File: config.mk
export PLATFORM = sky130hd
export DESIGN_NAME = irq_exc_ctrl_flat
export DESIGN_NICKNAME = d
export VERILOG_FILES = /design/src/rtl/irq_exc_if.sv /design/src/rtl/irq_exc_ctrl.sv /design/src/flat_wrapper.sv
export SDC_FILE = /design/constraint.sdc
export NUM_CORES = 1
export LEC_CHECK = 0
export CORE_AREA = 2 2 85 87
export CTS_CLUSTER_SIZE = 20
export DETAILED_ROUTE_END_ITERATION = 8
export DIE_AREA = 0 0 87 89
export GPL_TIMING_DRIVEN = 0
export PLACE_DENSITY = 0.75
export SKIP_CTS_REPAIR_TIMING = 1
export SYNTH_ARGS = -nofsm -noshare
export SYNTH_HDL_FRONTEND = slang
export SYNTH_SLANG_ARGS = --single-unit
File: constraint.sdc
create_clock -name clk -period 2.2 [get_ports clk]
set_input_delay 0.44 -clock clk [delete_from_list [all_inputs] [get_ports clk]]
set_output_delay 0.44 -clock clk [all_outputs]
set_load 0.1 [all_outputs]
File: src/rtl/irq_exc_if.sv
// Bundle between the decode stage and the interrupt/exception controller.
// The master drives the requests and ID-stage status; the slave (controller)
// answers with the redirect, kernel-mode and saved-state signals.
interface irq_exc_if #(
  parameter int N_IRQ = 4,
  parameter int PC_W  = 32
);
  logic [N_IRQ-1:0] irq_in;
  logic [N_IRQ-1:0] irq_mask;
  logic             id_valid;
  logic             id_stall;
  logic [PC_W-1:0]  id_pc;
  logic             undef_op;
  logic             eret;
  logic             ker;
  logic             take_irq;
  logic             take_exc;
  logic             flush_id;
  logic [PC_W-1:0]  epc;
  logic [4:0]       cause;
  logic [N_IRQ-1:0] irq_ack;

  modport master (
    output irq_in, irq_mask, id_valid, id_stall, id_pc, undef_op, eret,
    input  ker, take_irq, take_exc, flush_id, epc, cause, irq_ack
  );

  modport slave (
    input  irq_in, irq_mask, id_valid, id_stall, id_pc, undef_op, eret,
    output ker, take_irq, take_exc, flush_id, epc, cause, irq_ack
  );
endinterface

File: src/rtl/irq_exc_ctrl.sv
// Interrupt/exception controller for the pipelined MIPS core.
// Synchronises and latches external IRQ edges, arbitrates them against
// undefined-opcode exceptions, redirects the front end, saves EPC/cause and
// tracks kernel mode until the handler returns with jr $26.
module irq_exc_ctrl #(
  parameter int N_IRQ = 4,
  parameter int PC_W  = 32,
  parameter int SYNC  = 2
) (
  input  logic        clk,
  input  logic        reset,
  irq_exc_if.slave    bus
);

  typedef enum logic [1:0] {USER, ENTER, KERNEL} state_t;

  state_t                      state_q, state_d;
  logic                        ker_q, ker_d;
  logic [PC_W-1:0]             epc_q, epc_d;
  logic [4:0]                  cause_q, cause_d;
  logic [SYNC-1:0][N_IRQ-1:0]  sync_q, sync_d;
  logic [N_IRQ-1:0]            prev_q, prev_d;
  logic [N_IRQ-1:0]            pending_q, pending_d;

  logic [N_IRQ-1:0]            synced;
  logic [N_IRQ-1:0]            rise;
  logic [N_IRQ-1:0]            eligible;
  logic                        irq_found;
  logic [3:0]                  irq_idx;
  logic                        accept;
  logic                        take_irq;
  logic                        take_exc;
  logic [N_IRQ-1:0]            irq_ack;

  // Shift the raw request lines through the synchroniser chain and keep the
  // previous synchronised value for rising-edge detection.
  always_comb begin
    sync_d    = sync_q;
    sync_d[0] = bus.irq_in;
    for (int i = 1; i < SYNC; i++) begin
      sync_d[i] = sync_q[i-1];
    end
    synced = sync_q[SYNC-1];
    prev_d = synced;
    rise   = synced & ~prev_q;
  end

  // Lowest-index enabled pending line wins among the IRQs.
  always_comb begin
    eligible  = pending_q & bus.irq_mask;
    irq_found = 1'b0;
    irq_idx   = 4'd0;
    for (int i = 0; i < N_IRQ; i++) begin
      if (eligible[i] && !irq_found) begin
        irq_found = 1'b1;
        irq_idx   = 4'(i);
      end
    end
  end

  // Mode FSM: decide redirects in USER, hold one ENTER cycle, wait for eret in KERNEL.
  always_comb begin
    state_d  = state_q;
    ker_d    = ker_q;
    epc_d    = epc_q;
    cause_d  = cause_q;
    take_irq = 1'b0;
    take_exc = 1'b0;
    irq_ack  = '0;
    // A redirect needs a real, unstalled ID instruction; reset low blocks it
    // so nothing fires combinationally while the core is held in reset.
    accept   = reset & bus.id_valid & ~bus.id_stall;
    case (state_q)
      USER: begin
        if (accept && bus.undef_op) begin
          take_exc = 1'b1;
          epc_d    = bus.id_pc + PC_W'(4);
          cause_d  = 5'h10;
          ker_d    = 1'b1;
          state_d  = ENTER;
        end else if (accept && irq_found) begin
          take_irq = 1'b1;
          epc_d    = bus.id_pc;
          cause_d  = {1'b0, irq_idx};
          irq_ack  = N_IRQ'(1) << irq_idx;
          ker_d    = 1'b1;
          state_d  = ENTER;
        end
      end
      ENTER: begin
        state_d = KERNEL;
      end
      KERNEL: begin
        // Undefined opcodes inside the handler are ignored; only eret leaves.
        if (accept && bus.eret) begin
          ker_d   = 1'b0;
          state_d = USER;
        end
      end
      default: begin
        state_d = USER;
        ker_d   = 1'b0;
      end
    endcase
    // A new edge in the same cycle as the acknowledge keeps the line pending.
    pending_d = (pending_q & ~irq_ack) | rise;
  end

  // State, mode, saved context and IRQ bookkeeping registers.
  always_ff @(posedge clk or negedge reset) begin
    if (!reset) begin
      state_q   <= USER;
      ker_q     <= 1'b0;
      epc_q     <= '0;
      cause_q   <= '0;
      sync_q    <= '0;
      prev_q    <= '0;
      pending_q <= '0;
    end else begin
      state_q   <= state_d;
      ker_q     <= ker_d;
      epc_q     <= epc_d;
      cause_q   <= cause_d;
      sync_q    <= sync_d;
      prev_q    <= prev_d;
      pending_q <= pending_d;
    end
  end

  assign bus.ker      = ker_q;
  assign bus.take_irq = take_irq;
  assign bus.take_exc = take_exc;
  assign bus.flush_id = take_irq | take_exc;
  assign bus.epc      = epc_q;
  assign bus.cause    = cause_q;
  assign bus.irq_ack  = irq_ack;

endmodule

File: src/flat_wrapper.sv
// flat-port wrapper written by rule: the top's interface ports become plain ports
module irq_exc_ctrl_flat 
#(
  parameter int N_IRQ = 4,
  parameter int PC_W  = 32,
  parameter int SYNC  = 2
)
  (clk, reset, bus_irq_in, bus_irq_mask, bus_id_valid, bus_id_stall, bus_id_pc, bus_undef_op, bus_eret, bus_ker, bus_take_irq, bus_take_exc, bus_flush_id, bus_epc, bus_cause, bus_irq_ack);
  irq_exc_if #(.N_IRQ(N_IRQ), .PC_W(PC_W)) bus_i ();
  input  logic clk;
  input  logic reset;
  input wire logic [$bits(bus_i.irq_in)-1:0] bus_irq_in;
  input wire logic [$bits(bus_i.irq_mask)-1:0] bus_irq_mask;
  input wire logic [$bits(bus_i.id_valid)-1:0] bus_id_valid;
  input wire logic [$bits(bus_i.id_stall)-1:0] bus_id_stall;
  input wire logic [$bits(bus_i.id_pc)-1:0] bus_id_pc;
  input wire logic [$bits(bus_i.undef_op)-1:0] bus_undef_op;
  input wire logic [$bits(bus_i.eret)-1:0] bus_eret;
  output wire logic [$bits(bus_i.ker)-1:0] bus_ker;
  output wire logic [$bits(bus_i.take_irq)-1:0] bus_take_irq;
  output wire logic [$bits(bus_i.take_exc)-1:0] bus_take_exc;
  output wire logic [$bits(bus_i.flush_id)-1:0] bus_flush_id;
  output wire logic [$bits(bus_i.epc)-1:0] bus_epc;
  output wire logic [$bits(bus_i.cause)-1:0] bus_cause;
  output wire logic [$bits(bus_i.irq_ack)-1:0] bus_irq_ack;
  assign bus_i.irq_in = bus_irq_in;
  assign bus_i.irq_mask = bus_irq_mask;
  assign bus_i.id_valid = bus_id_valid;
  assign bus_i.id_stall = bus_id_stall;
  assign bus_i.id_pc = bus_id_pc;
  assign bus_i.undef_op = bus_undef_op;
  assign bus_i.eret = bus_eret;
  assign bus_ker = bus_i.ker;
  assign bus_take_irq = bus_i.take_irq;
  assign bus_take_exc = bus_i.take_exc;
  assign bus_flush_id = bus_i.flush_id;
  assign bus_epc = bus_i.epc;
  assign bus_cause = bus_i.cause;
  assign bus_irq_ack = bus_i.irq_ack;
  irq_exc_ctrl #(.N_IRQ(N_IRQ), .PC_W(PC_W), .SYNC(SYNC)) u_core (.clk(clk), .reset(reset), .bus(bus_i));
endmodule
==> key figures <==
Status
  • Outcome: complete, but fails checks
  • Failing checks: negative hold slack, negative setup slack

Drt
  • Via count: 2668
  • Routed Wire Length: 7680 µm
  • DR WL/cell: 15.7 µm
  • Post-route ant nets: 0
  • Routed vias/inst: 5.47
  • # DRC: 0
  • Pre-antenna DRT Iters: 4
  • DR iter-0 viols: 136

Final layout
  • Final nets: 454
  • Post-route cell area: 4440 µm²
  • N_diodes: 0
  • Area grow syn2layout: 60.2%
  • Share of post-route cells with drive strength above 1: 19.4%
  • Commonest non-fill, non-tap cells in the layout: dlymetal6s2s_1 (63), dfrtp_1 (54), nor2_1 (29)
  • Final Core Density: 66.0%
  • Commonest non-fill, non-tap cell in the layout: dlymetal6s2s_1

Global route
  • First-pass GRT wire length: 12700 µm
  • Vias in the first global route: 2623
  • Largest net degree at the start of global routing: 30
  • Initial antenna violation count: 0
  • Total grt overflow: 0
  • GRT Resource Usage Total: 20.6%

Floorplanning
  • Die height: 89 µm
  • Die area: 7740 µm²
  • Initial Util: 41.2%
  • Core Rows: 30
  • Die width: 87 µm
  • Core area: 6720 µm²
  • I/O pin cnt: 91

Setup path
  • Critical path class: reg2out
  • Crit path required time: 1760 ps
  • CP max FO: 6
  • CP endpoint kind: primary output
  • CP max-delay cell: or4b_4
  • Most numerous cell on the critical path: or2_4
  • CP bufs+invs: 2
  • Crit start category: register
  • Cell Chain, Critical Path: or2_4 > or2_4 > or4b_4 > clkinvlp_4 > buf_12
  • Arrival @ worst endpoint: 2090 ps
  • Largest stage delay on the critical path: 560 ps
  • Crit path max-delay family: simple AND/OR/NAND/NOR gates

Clock tree
  • CTS tree: done
  • Longest Clk Path Bufs: 2
  • Clock-pin slew on the worst setup and hold paths: 100 ps
  • H-tree Lvls: 2
  • Clk_lat worst skew: 310 ps
  • Clock Sinks: 54
  • TritonCTS buffer count: 5
  • Clk root buf: clkbuf_8

Synth
  • Async S/R FF share, synth: 100%
  • #FFs+latches synth: 54
  • Synthesized area: 2770 µm²
  • Number of synthesized flops with an enable pin: 0
  • Most used DFF post-synth: dfrtp_1
  • Post-synthesis instance total: 290
  • Sequential cell area fraction in the yosys report: 48.8%
  • Yosys warning total: 0
  • Yosys cell types: 45
  • Syn Area/Cell: 9.55 µm²

Placement
  • Hpwl dp: 5600 µm
  • Cell area after placement: 3830 µm²
  • I/O Buffers: 87
  • GP Congestion: 0.848

Timing
  • Unrepaired setup endpoints after global routing: true
  • Hold Vio Cnt, Final: 25
  • Worst rel slew slack: 30.5%
  • Fmax: 395 MHz
  • Final setup TNS: -539 ps
  • Max Clock Skew: 8.25 ps
  • Fin crit period: 2530 ps
  • Final worst path period share: 115%
  • Fin worst setup slack: -333 ps
  • Final Slew Violations: 0
  • Worst hold slack: -39.5 ps
  • Slew @ Worst Pin: 1040 ps
  • Setup violators final: 5

Power
  • Lkg Pwr: 2.18 nW
  • PD cells: 1400 nW/µm²
  • VDD IR max: 0.831 mV

Min path
  • Class of the worst hold path: in2async

Run
  • Max cap viols: 0
cells by family (layout without fill, tap and decap cells):
kind of cell / Yosys count / after routing / synth area share [%]
AOI/OAI and AO/OA: 62 / 62 / 14.6
xor gates and xnor gates: 10 / 10 / 3.16
adders and majority gates: 1 / 1 / 0.452
buffers and inverters: 29 / 146 / 5.65
DFF: 54 / 54 / 48.8
muxes: 4 / 4 / 1.54
other: 1 / 2 / 0.135
and+or+nand+nor: 129 / 129 / 25.6
through the flow:
step	hold slack [ps]	worst slack, ps	std cells	power [mW]
after floorplan	144	-147	291	4.42
after global placement	334	-3810	458	5.34
after detailed placement	335	-1720	459	5.37
after CTS	166	-1720	467	6.19
after global routing	-36.0	-392	488	6.43
final	-39.5	-333	488	6.19
cells in the mapped netlist (2+ instances only):
cell,number,area [µm²]
mux2_2,2,22.5
a31oi_1,16,100
or4_1,15,113
nand2b_1,5,31.3
and3_1,3,18.8
or3_2,2,15.0
a211oi_1,2,15.0
or2_2,5,31.3
o22ai_1,2,12.5
nand4_1,10,62.6
buf_2,2,10.0
o311ai_0,3,26.3
clkbuf_1,8,30.0
a2111oi_0,3,26.3
o21ai_0,9,45.0
mux2i_1,2,20.0
clkbuf_8,3,41.3
inv_1,12,45.0
nor3_1,4,20.0
buf_4,2,15.0
and2_1,2,12.5
nor2_1,32,120
nand3_1,18,90.1
or4b_1,3,30.0
dfrtp_1,54,1350
a22o_1,3,26.3
a21oi_1,11,55.1
or3_1,6,37.5
nand2_1,15,56.3
nor4_1,4,25.0
o31ai_1,10,75.1
xnor2_1,5,43.8
xor2_1,5,43.8
registers in the layout, indices dropped and copies added, names as in the netlist:
register	flops
u_core.bus.ker	1
u_core.bus.epc	32
u_core.sync_d	4
u_core.state_q	2
u_core.bus.cause	3
u_core.prev_q	4
u_core.pending_q	4
u_core.prev_d	4
worst register-to-register path, stage by stage (launching register included):
cell and delay (ps):
dfrtp_1 410, a22oi_2 150, buf_4 170, buf_4 120, a2111oi_0 390, or4b_1 480
nand3_1 90
per-layer routing:
layer / track usage (%) / up-vias / share of wire, %
li1: - / 1303 / -
met1: 27.6 / 1277 / 43
met2: 34.3 / 78 / 50
met3: 3.60 / 10 / 6.0
met4: 5.97 / 0 / 1.5
met5: 0 / - / 0
final cells by class:
class / count / area, µm²
clock inverter: 2 / 60.1
tap: 80 / 100
sequential: 54 / 1350
inverter: 12 / 52.6
multi-input combinational: 208 / 1390
buffer: 15 / 116
timing repair buffer: 111 / 1280
clock buffer: 6 / 82.6
fill: 517 / 2280
where the power goes:
part	switching, mW	total (mW)	internal (mW)
Clock	0.325	0.811	0.485
Sequential	0.176	1.51	1.34
Combinational	2.98	3.87	0.890
Total	3.48	6.19	2.71
path summary, 6_finish.rpt:
kind | startpoint | to | slack, ps | cells past startpoint
min in group clk | u_core.sync_d[6] | u_core.prev_d[2] | 360 | 0
max reg2reg | u_core.pending_q[2] | u_core.bus.epc[29] | 320 | 6
min reg2reg | u_core.sync_d[6] | u_core.prev_d[2] | 360 | 0
min | reset | u_core.sync_d[5] | -40 | 1
max in group asynchronous | reset | u_core.bus.epc[18] | 1830 | 2
max | u_core.state_q[0] | bus_irq_ack[1] | -330 | 5
Power figures use the tool's default switching activity.
==> patch, RTL diff (config.mk and constraints unchanged) <==
Re-encode `state_t` (3 states) as one-hot, 3 bits wide.
--- a/src/rtl/irq_exc_ctrl.sv
+++ b/src/rtl/irq_exc_ctrl.sv
@@ -13,5 +13,5 @@
 );
 
-  typedef enum logic [1:0] {USER, ENTER, KERNEL} state_t;
+  typedef enum logic [2:0] {USER = 3'b001, ENTER = 3'b010, KERNEL = 3'b100} state_t;
 
   state_t                      state_q, state_d;
Function: same outputs for any inputs over 10 cycles, from zero or initial values and one cycle with reset low; not proved beyond that.
==> patch against the original RTL <==
The run ends with negative setup slack left. Synthesized area decreased by 4.5%. Worst setup slack worse by 0.079 ns. Non-clock buffer count fell by 15. Sequential cell count rose by 1. Critical path depth increased by 1. Final area decreased by 7.2%. Die area stayed put. Routed wire length shrank 10%. Fmax down 3.0%. Count of clock-buffer cells in the layout is 1 lower. Synthesized cell count down 6.6%. Critical endpoint is now bus_flush_id.
Power is not compared: it rests on default switching activity, and its combinational part moved more than twofold at a synthesized area within 25%.
==> patch: results (changes against the original RTL) <==
** Run status
- Result of the run :: finished with violations (unchanged)
- Failing checks :: negative setup slack (was negative hold slack, negative setup slack)

** STA
- Worst path setup slack after routing :: -0.411 ns (was -0.333 ns)
- The number of endpoints failing setup at the final stage came to 6 (was 5).
- The worst clock skew is 0.0135 ns (was 0.00825 ns).
- The final setup TNS is -2.11 ns (was -0.539 ns).
- Worst hold slack :: 0.0527 ns (was -0.0395 ns)

** Route
- The detailed route wirelength on metal3 is 288 microns (was 463 microns).
- The wire length on met2 came to 3340 microns (was 3830 microns).
- Count of routing violations after the opening detailed-route iteration :: 86 (was 136)
- Average wire per standard cell :: 15.0 microns (was 15.7 microns)
- The sum of routed wire length over all layers is 6910 microns (was 7680 microns).
- The total routed wire length on the met1 layer came to 3180 microns (was 3270 microns).

** Logic synthesis
- Synthesized instance count :: 271 (was 290)
- List of most frequent post-synthesis cells: sky130_fd_sc_hd__dfrtp_1, sky130_fd_sc_hd__nor2_1, sky130_fd_sc_hd__a21oi_1 (was sky130_fd_sc_hd__dfrtp_1, sky130_fd_sc_hd__nor2_1, sky130_fd_sc_hd__nand3_1).

** Place
- Total placed cells including tap cells :: 441 (was 459)
- The number of buffers inserted by port buffering is 88 (was 87).
- Half-perimeter wire length of the detailed placement result :: 5070 microns (was 5600 microns)

** Worst setup path
- The signal arrival time at the worst endpoint is 2.17 ns (was 2.09 ns).
- The cell at the slowest stage of the critical path is sky130_fd_sc_hd__dfstp_2 (was sky130_fd_sc_hd__or4b_4).
- Top fanout value on the critical path :: 10 (was 6)
- The worst reg2reg path startpoint is u_core.state_q[0] (was u_core.pending_q[2]).
- The slack of the worst reg-to-reg path was 0.02 ns (was 0.32 ns).

** GRT
- The first-pass GRT wire length was 11000 microns (was 12700 microns).
- The number of global-route vias before repair is 2262 (was 2623).
- Global-route usage over all layers :: 0.183 (was 0.206)
- Pin count of the biggest net entering global routing :: 40 (was 30)

** Final layout
- The final net count was 428 (was 454).
==> patch: cell count changes after synthesis, sizes merged, moves of 9 or more <==
| cell | unedited run | this run |
|---|---|---|
| a21oi | 11 | 28 |
| a31oi | 16 | 1 |
| clkbuf | 11 | 0 |
| nand2 | 15 | 25 |
| o31ai | 10 | 0 |
| or4 | 15 | 2 |
| xnor2 | 5 | 15 |
| xor2 | 5 | 14 |
==> patch: cell type report <==
type                       instances  area (sq um)  share of cell area
buffer                             9          56.3              0.0137
clock buffer                       5          68.8              0.0167
clock inverter                     3          22.5             0.00547
inverter                          14          55.1              0.0134
multi-input combinational        194          1270               0.308
sequential                        55          1380               0.335
tap                               80           100              0.0243
timing repair buffer             102          1170               0.284
==> patch: power by group <==
part	internal, mW	leakage (nW)	switching, mW
Sequential	1.17	0.622	0.0860
Clock	0.232	0.0489	0.361
Combinational	0.437	1.28	1.40
==> patch: kinds of logic (layout without fill, tap and decap cells) <==
logic type               Yosys count  in the layout
other                              1              2
AND/OR/NAND/NOR                  116            116
adder cells (fa/ha/maj)            1              1
multiplexers                       3              3
XOR/XNOR                          29             29
AO/OA/AOI/OAI                     43             43
buffers and inverters             23            133
flip-flops                        55             55
==> patch: how the worst max path moves through the flow <==
stage / cells after the start / start / to / slack [ns]
after floorplan: 4 / u_core.state_q[0] / bus_irq_ack[2] / -0.31
after global placement: 7 / reset / bus_flush_id / -3.62
after detailed placement: 8 / reset / bus_flush_id / -1.70
after CTS: 8 / reset / bus_flush_id / -1.70
after global routing: 6 / u_core.state_q[0] / bus_flush_id / -0.50
final: 6 / u_core.state_q[0] / bus_flush_id / -0.41
==> patch: metal layers <==
layer / global-route usage / up-vias
met5: 0 / -
met4: 0.0554 / 0
met3: 0.0305 / 7
met2: 0.298 / 59
met1: 0.252 / 1095
li1: - / 1141
